$ cat src/rtl/perceptron_pkg.sv
`default_nettype none
// +--------------------------------------------------------------------------+
// | perceptron_pkg: shared sizing constants and trainer state encoding.      |
// | Rev 1.0 - initial release                                                |
// +--------------------------------------------------------------------------+
package perceptron_pkg;

  localparam int N  = 6;
  localparam int WW = 4;
  localparam int BW = 6;

  typedef enum logic [1:0] {
    IDLE   = 2'd0,
    SETTLE = 2'd1,
    UPDATE = 2'd2,
    DONE   = 2'd3
  } state_t;

endpackage
`default_nettype wire

$ cat src/rtl/perceptron_layer6_trainer_sat_add.sv
`default_nettype none
// +--------------------------------------------------------------------------+
// | sat_add: signed a + b evaluated at W+1 bits, clamped back to W bits.     |
// | Rev 1.0 - initial release                                                |
// +--------------------------------------------------------------------------+
module sat_add #(
  parameter int W = 4
) (
  input  logic signed [W-1:0] a,
  input  logic signed [W:0]   b,
  output logic signed [W-1:0] sum
);

  logic [W:0] wide;

  // Operands stay within +/-2^(W-1), so the W+1-bit sum never wraps and
  // overflow shows up as the top two bits disagreeing.
  always_comb begin
    wide = {a[W-1], a} + b;
    if (wide[W] != wide[W-1]) begin
      sum = wide[W] ? {1'b1, {(W-1){1'b0}}} : {1'b0, {(W-1){1'b1}}};
    end else begin
      sum = wide[W-1:0];
    end
  end

endmodule
`default_nettype wire

$ cat src/rtl/perceptron_layer6_trainer.sv
`default_nettype none
// +--------------------------------------------------------------------------+
// | perceptron_layer6_trainer: perceptron-rule trainer, one neuron per cycle.|
// | Rev 1.0 - initial release                                                |
// +--------------------------------------------------------------------------+
module perceptron_layer6_trainer #(
  parameter int N  = perceptron_pkg::N,
  parameter int WW = perceptron_pkg::WW,
  parameter int BW = perceptron_pkg::BW
) (
  input  logic                 clk,
  input  logic                 rst_n,
  input  logic                 in_valid,
  output logic                 in_ready,
  input  logic signed [WW-1:0] x1_in,
  input  logic signed [WW-1:0] x2_in,
  input  logic [N-1:0]         target,
  output logic signed [WW-1:0] x1,
  output logic signed [WW-1:0] x2,
  input  logic [N-1:0]         y,
  output logic [N*WW-1:0]      w1_flat,
  output logic [N*WW-1:0]      w2_flat,
  output logic [N*BW-1:0]      bias_flat,
  output logic                 done,
  output logic [2:0]           err_cnt
);

  import perceptron_pkg::*;

  localparam int KW = (N > 1) ? $clog2(N) : 1;
  localparam logic [KW-1:0] K_LAST = KW'(N - 1);

  state_t              state_q, state_d;
  logic [KW-1:0]       k_q, k_d;
  logic signed [WW-1:0] x1_q, x1_d, x2_q, x2_d;
  logic [N-1:0]        tgt_q, tgt_d, yr_q, yr_d;
  logic [2:0]          err_cnt_q, err_cnt_d;

  logic signed [WW-1:0] w1_q [N];
  logic signed [WW-1:0] w1_d [N];
  logic signed [WW-1:0] w2_q [N];
  logic signed [WW-1:0] w2_d [N];
  logic signed [BW-1:0] b_q  [N];
  logic signed [BW-1:0] b_d  [N];

  logic                 err_pos, err_neg;
  logic [WW:0]          x1_ext, x2_ext;
  logic signed [WW:0]   dx1, dx2;
  logic signed [BW:0]   db;
  logic signed [WW-1:0] w1_new, w2_new;
  logic signed [BW-1:0] b_new;

  // Error is taken from the captured y so the layer's combinational response
  // to weight updates cannot feed back into the remaining neurons.
  assign err_pos = (state_q == UPDATE) &&  tgt_q[k_q] && !yr_q[k_q];
  assign err_neg = (state_q == UPDATE) && !tgt_q[k_q] &&  yr_q[k_q];

  assign x1_ext = {x1_q[WW-1], x1_q};
  assign x2_ext = {x2_q[WW-1], x2_q};

  always_comb begin
    dx1 = '0;
    dx2 = '0;
    db  = '0;
    if (err_pos) begin
      dx1 = x1_ext;
      dx2 = x2_ext;
      db  = {{BW{1'b0}}, 1'b1};
    end else if (err_neg) begin
      dx1 = {(WW+1){1'b0}} - x1_ext;
      dx2 = {(WW+1){1'b0}} - x2_ext;
      db  = {(BW+1){1'b1}};
    end
  end

  sat_add #(.W(WW)) u_sat_w1 (.a(w1_q[k_q]), .b(dx1), .sum(w1_new));
  sat_add #(.W(WW)) u_sat_w2 (.a(w2_q[k_q]), .b(dx2), .sum(w2_new));
  sat_add #(.W(BW)) u_sat_b  (.a(b_q[k_q]),  .b(db),  .sum(b_new));

  always_comb begin
    state_d   = state_q;
    k_d       = k_q;
    x1_d      = x1_q;
    x2_d      = x2_q;
    tgt_d     = tgt_q;
    yr_d      = yr_q;
    err_cnt_d = err_cnt_q;
    w1_d      = w1_q;
    w2_d      = w2_q;
    b_d       = b_q;

    case (state_q)
      IDLE: begin
        if (in_valid) begin
          x1_d      = x1_in;
          x2_d      = x2_in;
          tgt_d     = target;
          err_cnt_d = '0;
          state_d   = SETTLE;
        end
      end
      SETTLE: begin
        yr_d    = y;
        k_d     = '0;
        state_d = UPDATE;
      end
      UPDATE: begin
        if (err_pos || err_neg) begin
          w1_d[k_q] = w1_new;
          w2_d[k_q] = w2_new;
          b_d[k_q]  = b_new;
          err_cnt_d = err_cnt_q + 3'd1;
        end
        if (k_q == K_LAST) begin
          state_d = DONE;
        end else begin
          k_d = k_q + KW'(1);
        end
      end
      DONE: begin
        state_d = IDLE;
      end
      default: begin
        state_d = IDLE;
      end
    endcase
  end

  always_ff @(posedge clk or negedge rst_n) begin
    if (!rst_n) begin
      state_q   <= IDLE;
      k_q       <= '0;
      x1_q      <= '0;
      x2_q      <= '0;
      tgt_q     <= '0;
      yr_q      <= '0;
      err_cnt_q <= '0;
      for (int i = 0; i < N; i++) begin
        w1_q[i] <= '0;
        w2_q[i] <= '0;
        b_q[i]  <= '0;
      end
    end else begin
      state_q   <= state_d;
      k_q       <= k_d;
      x1_q      <= x1_d;
      x2_q      <= x2_d;
      tgt_q     <= tgt_d;
      yr_q      <= yr_d;
      err_cnt_q <= err_cnt_d;
      w1_q      <= w1_d;
      w2_q      <= w2_d;
      b_q       <= b_d;
    end
  end

  assign in_ready = (state_q == IDLE);
  assign done     = (state_q == DONE);
  assign err_cnt  = err_cnt_q;
  assign x1       = x1_q;
  assign x2       = x2_q;

  for (genvar i = 0; i < N; i++) begin : g_flat
    assign w1_flat[i*WW +: WW]   = w1_q[i];
    assign w2_flat[i*WW +: WW]   = w2_q[i];
    assign bias_flat[i*BW +: BW] = b_q[i];
  end

endmodule
`default_nettype wire
$ cat config.mk
export PLATFORM = sky130hd
export DESIGN_NAME = perceptron_layer6_trainer
export DESIGN_NICKNAME = d
export VERILOG_FILES = /design/src/rtl/perceptron_pkg.sv /design/src/rtl/perceptron_layer6_trainer_sat_add.sv /design/src/rtl/perceptron_layer6_trainer.sv
export SDC_FILE = /design/constraint.sdc
export NUM_CORES = 1
export LEC_CHECK = 0
export ABC_AREA = 1
export BUFFER_PORTS_ARGS = -buffer_cell sky130_fd_sc_hd__buf_4
export CAP_MARGIN = 20
export CORE_UTILIZATION = 45
export CTS_BUF_LIST = sky130_fd_sc_hd__clkbuf_8
export CTS_CLUSTER_DIAMETER = 60
export DETAILED_ROUTE_END_ITERATION = 8
export GPL_TIMING_DRIVEN = 0
export PLACE_DENSITY = 0.75
export REMOVE_ABC_BUFFERS = 1
export SLEW_MARGIN = 0
export SYNTH_ARGS = -nofsm -noshare
export SYNTH_HDL_FRONTEND = slang
export SYNTH_SLANG_ARGS = --single-unit
$ cat constraint.sdc
create_clock -name clk -period 10.4 [get_ports clk]
set_input_delay 1.04 -clock clk [delete_from_list [all_inputs] [get_ports clk]]
set_output_delay 1.04 -clock clk [all_outputs]
set_load 0.01 [all_outputs]
# ---- Word-level counts from Yosys, hierarchy flattened
# Index checks and enable logic that the tools add are counted.
dict set report classes {
  eq_ne 11
  n_addsub 7
  bitwise_logic 1
  magnitude_cmp 3
  n_reduce_logical 16
  muxes 40
}
# cell n
set op_table {}
lappend op_table {{bitwise mux 24 bit} 2}
lappend op_table {{bitwise mux 36 bit} 1}
lappend op_table {{2-to-1 mux 4 bit} 9}
lappend op_table {{2-to-1 mux 6 bit} 5}
lappend op_table {{binary-select mux 4 bit (select 3 bit)} 2}
lappend op_table {{2-to-1 mux 5 bit} 4}
lappend op_table {{binary-select mux 6 bit (select 3 bit)} 1}
lappend op_table {{demux 6 bit (select 3 bit)} 1}
lappend op_table {{2-to-1 mux 7 bit} 2}
lappend op_table {{demux 4 bit (select 3 bit)} 1}
lappend op_table {{one-hot mux 3 bit (2 select lines)} 2}
lappend op_table {{adder 5 bit} 2}
lappend op_table {{subtractor 1 x 4 -> 5 bit (first input constant)} 2}
lappend op_table {{2-to-1 mux 3 bit} 3}
lappend op_table {{one-hot mux 2 bit (4 select lines)} 1}
lappend op_table {{AND reduction 2 bit} 4}
lappend op_table {{adder 7 bit} 1}
lappend op_table {{adder 3 x 1 -> 3 bit (second input constant)} 2}
lappend op_table {{binary-select mux 1 bit (select 3 bit)} 2}
lappend op_table {{logical AND 1 bit} 5}
lappend op_table {{== test 2 bit (second input constant)} 2}
lappend op_table {{>= comparator 4 bit (second input constant)} 1}
lappend op_table {{< comparator 3 x 4 -> 1 bit (second input constant)} 1}
lappend op_table {{< comparator 4 x 1 -> 1 bit (second input constant)} 1}
lappend op_table {{other kinds (13)} 21}
dict set report word_totals {
  wordCells 103
  regBits 112
  output_inout_bits 97
  in_bits 23
}

# ---- Logic depth before layout (Yosys ltp)
# Gate-level depths: netlist (run 1).
dict set report logic_depth {
  ltp_word 11
  mapped_depth 28
  depth_no_buf 25
}

# ---- Cells and area by module
# A second synthesis (run 1) with hierarchy kept.
dict set report hier_totals {
  cells_unflattened 713
  hier_area_um2 5958.2
}
# module seq_area_each_um2 n_inst cells_per_inst area_per_inst_um2
set by_module_without_submodules {}
lappend by_module_without_submodules {perceptron_layer6_trainer 2802.7 1 574 5149.9}
lappend by_module_without_submodules {{sat_add at u_sat_w1 ...} 0.0 2 37 214.0}
lappend by_module_without_submodules {{sat_add at u_sat_b} 0.0 1 65 380.4}

# ---- Least setup slack after synthesis (run 1)
# No wires, ideal clock.
dict set report synth_timing {
  path_type {reg-to-reg}
  start {reg k_q[0]}
  end {reg b_q (netlist bit bias_flat[32])}
  arrival_ps 3450
  required_time_ps 10324
  setup_time_ps 76
  n_path_buf 4
  period_less_slack_ps 3526
  slack_ps 6874
  path_stages_with_launch 21
  cell_sequence {dfrtp_1 -> buf_6 -> inv_2 -> buf_6 -> buf_4 -> nor2_1 -> inv_1 -> clkbuf_1 -> o22ai_1 -> nor3_1 -> ha_1 -> inv_1 -> fa_1 -> nor2_1 -> o21ai_1 -> o21ai_1 -> xor2_1 -> nand2_1 -> o21ai_1 -> nand2_1 -> o21ai_1}
}
dict set report synth_via {
  elab_chain_len 11
  word_cells_on_any_way 28
  classes_between {add/sub: 1; order compare: 2; eq/ne: 1; mux: 14; bitwise: 1; reduce/logical: 9}
}
# item line
set synth_lines {}
lappend synth_lines {{start: declaration} perceptron_layer6_trainer.sv:34} ;# logic [KW-1:0] k_q, k_d;
lappend synth_lines {{start signal: assignment} perceptron_layer6_trainer.sv:145} ;# k_q <= k_d;
lappend synth_lines {{binary-select mux 1 bit (select 3 bit)} {perceptron_layer6_trainer.sv:55, perceptron_layer6_trainer.sv:56}}
lappend synth_lines {{2-to-1 mux 1 bit (not written as such)} {perceptron_layer6_trainer.sv:55, perceptron_layer6_trainer.sv:56}}
lappend synth_lines {{zero test 1 bit} perceptron_layer6_trainer.sv:56} ;# assign err_neg = (state_q == UPDATE) && !tgt_q[k_q] && yr_q[k_q];
lappend synth_lines {{logical AND 1 bit (2 in series)} perceptron_layer6_trainer.sv:56}
lappend synth_lines {{2-to-1 mux 7 bit} perceptron_layer6_trainer.sv:69} ;# end else if (err_neg) begin
lappend synth_lines {{2-to-1 mux 7 bit} perceptron_layer6_trainer.sv:65} ;# if (err_pos) begin
lappend synth_lines {{adder 7 bit} perceptron_layer6_trainer_sat_add.sv:19} ;# wide = {a[W-1], a} + b;
lappend synth_lines {{2-to-1 mux 6 bit or inequality test 1 bit (tied branches)} {perceptron_layer6_trainer_sat_add.sv:21, perceptron_layer6_trainer_sat_add.sv:20}}
lappend synth_lines {{2-to-1 mux 6 bit} perceptron_layer6_trainer_sat_add.sv:20} ;# if (wide[W] != wide[W-1]) begin
lappend synth_lines {{bitwise mux 36 bit} perceptron_layer6_trainer.sv:111} ;# b_d[k_q] = b_new;
lappend synth_lines {{end signal: indexed assignment} perceptron_layer6_trainer.sv:141} ;# b_q[i] <= '0;
lappend synth_lines {{end signal: assignment} perceptron_layer6_trainer.sv:153} ;# b_q <= b_d;
lappend synth_lines {{end: declaration} perceptron_layer6_trainer.sv:43} ;# logic signed [BW-1:0] b_q [N];
# Parallel ways exist; a longest one is shown, timed or not. The select of a mux whose other input is x is not followed.
# A chain may end at the register's enable or synchronous reset.

# ---- Final worst setup path (run 1)
dict set report layout_timing {
  start {reg k_q[0]}
  end {reg b_q (netlist bit bias_flat[26])}
}
# The elaborated chain is that of the path after synthesis.

==> parameters.txt, run 1 <==
Parameter                              Value

Status
  Status ... finished with violations
  Failing checks ... design-rule violations

Drt
  Final antenna-violating net count ... 0
  Total wire length ... ~17000 µm
  Mean routed wirelength per cell ... around 16 µm
  Length of the first detailed-routing pass in iterations ... 7
  Average via count per standard cell ... 5.21
  Number of DRC markers in iteration 0 ... 393
  DRC errors left ... 1
  Number of vias in the routed layout ... 5526

Worst hold path
  Hold wc startpoint ... tgt_q[0]
  End point of the worst hold path ... tgt_q[0]
  Worst min path class ... reg -> reg
  Number of instances on the worst hold path ... 2

Setup path
  Dominant cell type by count on the critical path ... sky130_fd_sc_hd__nand2_1
  Critical Path Start Type ... flop
  Worst endpoint required time ... 10700 ps
  WP buf/inv ... 3
  Arrival time reported for the critical path endpoint ... 5440 ps
  Delay of the slowest critical-path stage ... between 700 and 800 ps
  Cell at the slowest stage of the critical path ... sky130_fd_sc_hd__dfrtp_1
  Worst R2R End ... bias_flat[26]
  Maximum fanout count along the critical path ... 29
  Largest delay share family, worst path ... simple AND/OR/NAND/NOR gates
  Critical path class ... reg -> reg
  FF-to-FF path depth ... 21
  Critical-path cell list ... inv_2, nand2_1, nand2_1, nand2_1, nand2_1, nand2_2, nand2_4, and2_4, nor2_2, inv_1, ha_1, inv_1, fa_1, nor2_1, o21ai_1, o21ai_1, xor2_1, nand2_1, o21ai_1, nand2_1, o21ai_1
  Worst r2r src ... k_q[0]
  Setup crit end kind ... flop
  R2R setup slack ... 5270 ps

Yosys
  Post-synthesis instance area ... between 6000 and 7000 µm²
  Primary FF master, synth ... sky130_fd_sc_hd__dfrtp_1
  Post-synthesis sequential area ratio ... a little under half
  Fraction of synthesized cell area taken by the top area cell type ... 46.0%
  Synth async-reset ratio ... 100%
  Dominant cell type by area after synthesis ... sky130_fd_sc_hd__dfrtp_1
  Avg Cell Area, Syn ... 7.84 µm²
  Count of different cell masters after synthesis ... 38
  Number of enable-type register cells in the synthesized netlist ... 0
  Count of warnings emitted by yosys ... 0
  Count of mapped cells out of synthesis ... roughly 780
  Ranking of synthesized cells by area ... sky130_fd_sc_hd__dfrtp_1 46%, sky130_fd_sc_hd__nand2_1 17%, sky130_fd_sc_hd__ha_1 4.7%, sky130_fd_sc_hd__inv_1 3.6%, sky130_fd_sc_hd__a21oi_1 3.2%
  Flip-flop and latch count after synthesis ... 112

Timing
  Endpoints failing setup ... 0
  Rel. slew slack ... 36.0%
  Post-route clock period utilization ... around half
  Count of endpoints failing hold in the final timing report ... 0
  Setup TNS ... 0 ps
  Actual slew at the worst max-slew pin ... 960 ps
  Clock Skews ... 14.7 ps
  Total count of max-transition violations in the final report ... 0
  Crit path time final ... 5130 ps
  RSZ-0062 raised after global routing ... false
  Highest clock frequency the design can meet ... 195 MHz

Floorplanning
  Number of standard-cell rows in the floorplan ... 42
  Standard cell core area ... ~13000 µm²
  Io pins ... between 100 and 150
  Die Area ... 14000 µm²
  Die boundary width ... 118 µm
  Height of the die ... 118 µm
  Initial core utilization ... 46.0%

Clock tree
  Post-CTS resize count ... 0
  Setup Fix Bufs, Post-CTS ... 0
  Maximum clock insertion buffer count ... 2
  CTS buffer count ... 9
  Worst-path clk slew ... 100 ps
  Cts hold-fix bufs ... 0
  Maximum level of the CTS H-tree ... 3
  Library cell used as clock root buffer ... sky130_fd_sc_hd__clkbuf_8
  Number of sinks driven by the clock tree ... 112
  Clock tree from TritonCTS ... built
  Clk Latency, worst-skew pair ... roughly 380 ps

Global routing
  Grt met1 use ... 34.7%
  Maximum number of pins on one net before global-route repair ... 64
  Total Routing Usage GR ... 24.9%
  Met2 track demand over resource in global routing ... about 39%
  GRT Max-Usage Layer ... met2
  Antenna violations before repair ... 0
  Wire length of the first global-routing pass ... ~27000 µm
  Via count of the first global-routing pass ... about 5200
  Met3 capacity usage during global routing ... 4.05%
  GRT overflow ... 0

Place
  Detailed-placement wirelength estimate ... about 12000 µm
  Routability congestion estimate ... roughly 0.86
  PortBufs ... 119

Run
  Max-capacitance violation count ... 0

Finish
  Number of inserted diodes ... 0
  Fraction of layout instances using a drive strength above 1 ... 20.1%
  Total Nets Final ... 928
  Area growth from synthesis to final layout ... 19.3%
[per-stage QoR]
step / cells / utilization, % / cell area, µm² / hold WS, ps / setup slack (ps)
finish: 1060 / 54.9 / 7270 / 513 / 5270
global placement: 1042 / 53.1 / 7030 / 493 / 4930
global route: 1060 / 54.9 / 7270 / 528 / 4890
floorplan: 747 / - / 5920 / 480 / 6210
detailed placement: 1043 / 53.3 / 7060 / 496 / 4930
CTS: 1059 / 54.7 / 7240 / 515 / 4880
[cell usage after synthesis, types with 2 or more instances]
master / count
sky130_fd_sc_hd__o21ai_1: 29
sky130_fd_sc_hd__nand2_2: 4
sky130_fd_sc_hd__nor2_1: 51
sky130_fd_sc_hd__a21oi_1: 39
sky130_fd_sc_hd__nand2_1: 281
sky130_fd_sc_hd__clkbuf_1: 10
sky130_fd_sc_hd__ha_1: 23
sky130_fd_sc_hd__nor3_4: 2
sky130_fd_sc_hd__buf_1: 2
sky130_fd_sc_hd__mux2_2: 5
sky130_fd_sc_hd__o22ai_1: 23
sky130_fd_sc_hd__a21oi_2: 2
sky130_fd_sc_hd__nand3_1: 30
sky130_fd_sc_hd__nor2_4: 6
sky130_fd_sc_hd__inv_1: 59
sky130_fd_sc_hd__xor2_1: 5
sky130_fd_sc_hd__o21bai_1: 3
sky130_fd_sc_hd__nor3_1: 14
sky130_fd_sc_hd__xnor2_1: 4
sky130_fd_sc_hd__or2_2: 3
sky130_fd_sc_hd__buf_6: 6
sky130_fd_sc_hd__dfrtp_1: 112
sky130_fd_sc_hd__nor2_2: 2
sky130_fd_sc_hd__nand4_1: 3
sky130_fd_sc_hd__buf_2: 11
sky130_fd_sc_hd__fa_1: 3
sky130_fd_sc_hd__o21ai_0: 20
sky130_fd_sc_hd__o21ai_2: 3
sky130_fd_sc_hd__inv_2: 12
sky130_fd_sc_hd__nand3b_1: 2
[sequential cells by signal, summed over array words and instances (netlist names)]
name and count:
bias_flat 36, w1_flat 24, w2_flat 24, tgt_q 6, yr_q 6, x1 4
x2 4, err_cnt 3, k_q 3, state_q 2
[tightest hold or removal path: stages, from the launching register on]
cell and delay (ps):
sky130_fd_sc_hd__dfrtp_1 380, sky130_fd_sc_hd__inv_2 50, sky130_fd_sc_hd__a21oi_1 50
[worst max path at each step]
| stage | startpoint | end | slack [ps] | cells past startpoint |
|---|---|---|---|---|
| after floorplan | k_q[0] | w1_flat[16] | 6210 | 24 |
| after global placement | k_q[0] | bias_flat[26] | 4930 | 21 |
| after detailed placement | k_q[0] | bias_flat[32] | 4930 | 21 |
| after CTS | k_q[0] | bias_flat[26] | 4880 | 21 |
| after global routing | k_q[0] | bias_flat[20] | 4890 | 21 |
| final | k_q[0] | bias_flat[26] | 5270 | 21 |
[cells in the final DEF, fill, tap and decap left out, drive strengths merged, types with 2 or more instances in the layout]
| cell type | count |
|---|---|
| nand2 | 286 |
| nor2 | 59 |
| o21bai | 3 |
| buf | 121 |
| xnor2 | 4 |
| inv | 74 |
| clkinv | 3 |
| dfrtp | 112 |
| nor3 | 16 |
| clkbuf | 10 |
| or2 | 4 |
| nand3b | 2 |
| a21oi | 41 |
| mux2 | 5 |
| nand3 | 30 |
| fa | 3 |
| xor2 | 5 |
| o21ai | 52 |
| nand4 | 4 |
| ha | 23 |
| o22ai | 23 |
[layout make-up]
cell class / instances / area (µm²)
Clock buffer: 10 / 138
Timing Repair Buffer: 121 / 948
Clock inverter: 6 / 43.8
Tap cell: 176 / 220
Multi-Input combinational cell: 564 / 2850
Inverter: 71 / 267
Fill cell: 1272 / 5970
Sequential cell: 112 / 2800
[routing by layer]
| layer | share of wire [%] | vias to the layer above |
|---|---|---|
| met5 | 0 | - |
| met4 | 1.9 | 0 |
| met3 | 8.2 | 31 |
| met2 | 46 | 224 |
| met1 | 44 | 2576 |
| li1 | - | 2695 |
[kinds of logic (layout without fill, tap and decap cells)]
family | Yosys count | after routing | share of synthesized area [%]
AOI/OAI and AO/OA | 121 | 121 | 10.9
xor gates and xnor gates | 9 | 9 | 1.29
DFF | 112 | 112 | 46.0
muxes | 5 | 5 | 0.924
adders and majority gates | 26 | 26 | 5.71
and+or+nand+nor | 403 | 403 | 27.9
buffers and inverters | 101 | 208 | 7.25
Power of run 1 is not shown: default switching activity piles up to over one toggle a cycle in this logic, so the estimate is an artifact.
==> run 2, diff against run 1 <==
- ABC_AREA: 1 -> 0
- clock period: 10.4 -> 5.3 ns (I/O delays scaled with it)
==> parameters.txt, run 2 <==
Parameter                              Value

Timing
  Crit path time final ... 4860 ps
  Total count of max-transition violations in the final report ... 0
  Highest clock frequency the design can meet ... 206 MHz
  Actual slew at the worst max-slew pin ... 1090 ps
  Endpoints failing setup ... 0
  Count of endpoints failing hold in the final timing report ... 0
  Clock Skews ... roughly 14 ps
  Rel. slew slack ... 27.6%
  Post-route clock period utilization ... approximately nine tenths
  Worst hold-check slack ... ~160 ps

Floorplanning
  Io pins ... between 100 and 150
  Initial core utilization ... 46.6%
  Die boundary width ... 120 µm
  Standard cell core area ... 13300 µm²
  Height of the die ... between 100 and 150 µm
  Number of standard-cell rows in the floorplan ... 42
  Die Area ... 14300 µm²

Setup path
  Arrival time reported for the critical path endpoint ... 5120 ps
  Endpoint of the most critical setup path ... bias_flat[0]
  Startpoint of the worst setup timing path ... k_q[0]
  Worst endpoint required time ... 5560 ps
  Critical path class ... reg -> reg
  R2R setup slack ... 440 ps
  Critical Path Start Type ... flop
  Worst R2R End ... bias_flat[0]
  FF-to-FF path depth ... 14
  Setup crit end kind ... flop
  Maximum fanout count along the critical path ... 30
  Worst r2r src ... k_q[0]

Finish
  Number of inserted diodes ... 0
  Flip-flop count of the largest register after layout ... 36
  Area of the multi-input gates ... ~3100 µm²
  Commonest cells after routing, fill and taps aside ... 119 x sky130_fd_sc_hd__buf_4, 109 x sky130_fd_sc_hd__dfrtp_1, 89 x sky130_fd_sc_hd__nand2_1
  Total Nets Final ... 735
  Area growth from synthesis to final layout ... 19.2%
  # fillers ... 1212
  Sequential standard cell area ... 2810 µm²
  Most common library cell in the layout ignoring fill and taps ... sky130_fd_sc_hd__buf_4
  Fraction of layout instances using a drive strength above 1 ... between 20 and 30%

Drt
  Number of DRC markers in iteration 0 ... 248
  Mean routed wirelength per cell ... 17.7 µm
  Final antenna-violating net count ... 0
  Total wire length ... 15400 µm
  Length of the first detailed-routing pass in iterations ... 6
  Average via count per standard cell ... 5.58
  DRC errors left ... 0
  Number of vias in the routed layout ... 4834

Clock tree
  Maximum clock insertion buffer count ... 2
  Maximum level of the CTS H-tree ... 3
  Cts hold-fix bufs ... 0
  Clk Latency, worst-skew pair ... 400 ps
  Library cell used as clock root buffer ... sky130_fd_sc_hd__clkbuf_8
  CTS buffer count ... 9
  Clock tree from TritonCTS ... built
  Worst-path clk slew ... 100 ps
  Setup Fix Bufs, Post-CTS ... 0
  Number of sinks driven by the clock tree ... 112

Yosys
  Avg Cell Area, Syn ... 10.6 µm²
  Flip-flop and latch count after synthesis ... roughly 110
  Fraction of synthesized cell area taken by the top area cell type ... 45.1%
  Synth async-reset ratio ... 100%
  Post-synthesis instance area ... 6220 µm²
  Count of different cell masters after synthesis ... 55
  Post-synthesis sequential area ratio ... a little under half
  Most common cell in the synthesized netlist ... sky130_fd_sc_hd__dfrtp_1
  Count of mapped cells out of synthesis ... 587
  Count of warnings emitted by yosys ... 0
  Primary FF master, synth ... sky130_fd_sc_hd__dfrtp_1
  Dominant cell type by area after synthesis ... sky130_fd_sc_hd__dfrtp_1
  Ranking of synthesized cells by instance count ... 112 x sky130_fd_sc_hd__dfrtp_1, 89 x sky130_fd_sc_hd__nand2_1, 40 x sky130_fd_sc_hd__o21ai_1
  Ranking of synthesized cells by area ... sky130_fd_sc_hd__dfrtp_1 45%, sky130_fd_sc_hd__mux2_2 5.6%, sky130_fd_sc_hd__nand2_1 5.4%, sky130_fd_sc_hd__ha_1 4.6%, sky130_fd_sc_hd__mux2i_1 4.5%
  Number of enable-type register cells in the synthesized netlist ... 0

Place
  Detailed-placement wirelength estimate ... 11000 µm
  Routability congestion estimate ... slightly above 0.8
  PortBufs ... about 120

Power and ir drop
  Cell area power density ... 632 nW/µm²
  Switching pwr ... ~0.0021 W
  Sw Ratio ... 45.8%
  Design internal power ... ~0.0025 W
  Proportion of power drawn by combinational gates ... 57.6%
  Worst IR drop on VDD ... 362 µV
  Leakage power summed over all cells ... 3.55 nW
  Total power ... about 0.0047 W
  Flop pwr share ... 32.2%
  Portion of total power attributed to the clock network ... 10.2%

Global routing
  Total Routing Usage GR ... between 20% and 30%
  Maximum number of pins on one net before global-route repair ... 61
  Antenna violations before repair ... 0
  GRT overflow ... 0
  Wire length of the first global-routing pass ... 24900 µm
  Via count of the first global-routing pass ... 4873

Worst hold path
  Worst min path class ... in -> async

Status
  Status ... finished clean

Run
  Max-capacitance violation count ... 0
[run 2: what timing repair did]
action | 4_1_cts | 5_1_grt
endpoints found under the setup margin | 36 | 31
endpoints found under the hold margin | 0 | 0
resized for setup | 2 | 4
pin swaps | 0 | 0
[run 2: stage by stage]
| stage | std cells | cell area, µm² | setup slack, ps | util, % | setup TNS (ps) |
|---|---|---|---|---|---|
| floorplan | 552 | 6000 | 483 | - | 0 |
| global placement | 847 | 7110 | -750 | 53.3 | -28970 |
| detailed placement | 849 | 7160 | -526 | 53.6 | -13040 |
| CTS | 865 | 7340 | 35.6 | 55.0 | 0 |
| global route | 867 | 7410 | -0.653 | 55.5 | -0.653 |
| finish | 867 | 7410 | 441 | 55.5 | 0 |
[run 2: layer usage]
metal / up-vias / wire, µm / GRT usage, %
li1: 2279 / - / -
met1: 2375 / 6690 / 29.9
met2: 152 / 7370 / 36.3
met3: 28 / 910 / 3.94
met4: 0 / 388 / 10.2
met5: - / 0 / 0
[run 2: logic make-up after synthesis]
group,Yosys count,synth area share [%]
buffers and inverters,63,5.25
adders and majority gates,26,5.59
xor gates and xnor gates,15,2.35
AOI/OAI and AO/OA,138,14.7
DFF,112,45.1
muxes,75,15.2
and+or+nand+nor,158,11.8
[run 2: final cells by class]
cell class	instances	area share, %
Timing Repair Buffer	123	13.4
Clock buffer	11	2.04
Inverter	28	1.42
Clock inverter	5	0.338
Tap cell	176	2.97
Multi-Input combinational cell	412	41.9
Sequential cell	112	37.9
[run 2: critical path: stages, from the launching register on]
cell and delay (ps):
sky130_fd_sc_hd__dfrtp_2 750, sky130_fd_sc_hd__buf_12 300, sky130_fd_sc_hd__mux2i_1 260, sky130_fd_sc_hd__nor2_1 90, sky130_fd_sc_hd__nor3_2 350, sky130_fd_sc_hd__and3_1 540
sky130_fd_sc_hd__inv_1 210, sky130_fd_sc_hd__fa_1 490, sky130_fd_sc_hd__nor2b_1 120, sky130_fd_sc_hd__o21ai_0 110, sky130_fd_sc_hd__a21boi_1 260, sky130_fd_sc_hd__o22ai_1 180
sky130_fd_sc_hd__xor2_2 350, sky130_fd_sc_hd__mux2i_1 520, sky130_fd_sc_hd__o21ai_0 180
[run 2: worst min-delay path by stage]
stage	slack [ps]	depth (start not counted)	start	end
finish	160	1	rst_n	w1_flat[1]
global route	210	1	rst_n	w1_flat[1]
CTS	180	1	rst_n	w1_flat[1]
detailed placement	490	1	tgt_q[4]	tgt_q[4]
global placement	480	2	bias_flat[4]	bias_flat[4]
floorplan	230	0	rst_n	bias_flat[0]
[run 2: power groups by stage]
stage,Sequential [W],Clock (W),Combinational [W]
2_1_floorplan,0.00156,0,0.00167
6_report,0.00151,0.000478,0.00270
3_5_place_dp,0.00152,0,0.00266
3_3_place_gp,0.00154,0,0.00251
5_1_grt,0.00156,0.000518,0.00296
4_1_cts,0.00151,0.000489,0.00267
Note: power is estimated with default switching activity, not from simulation.
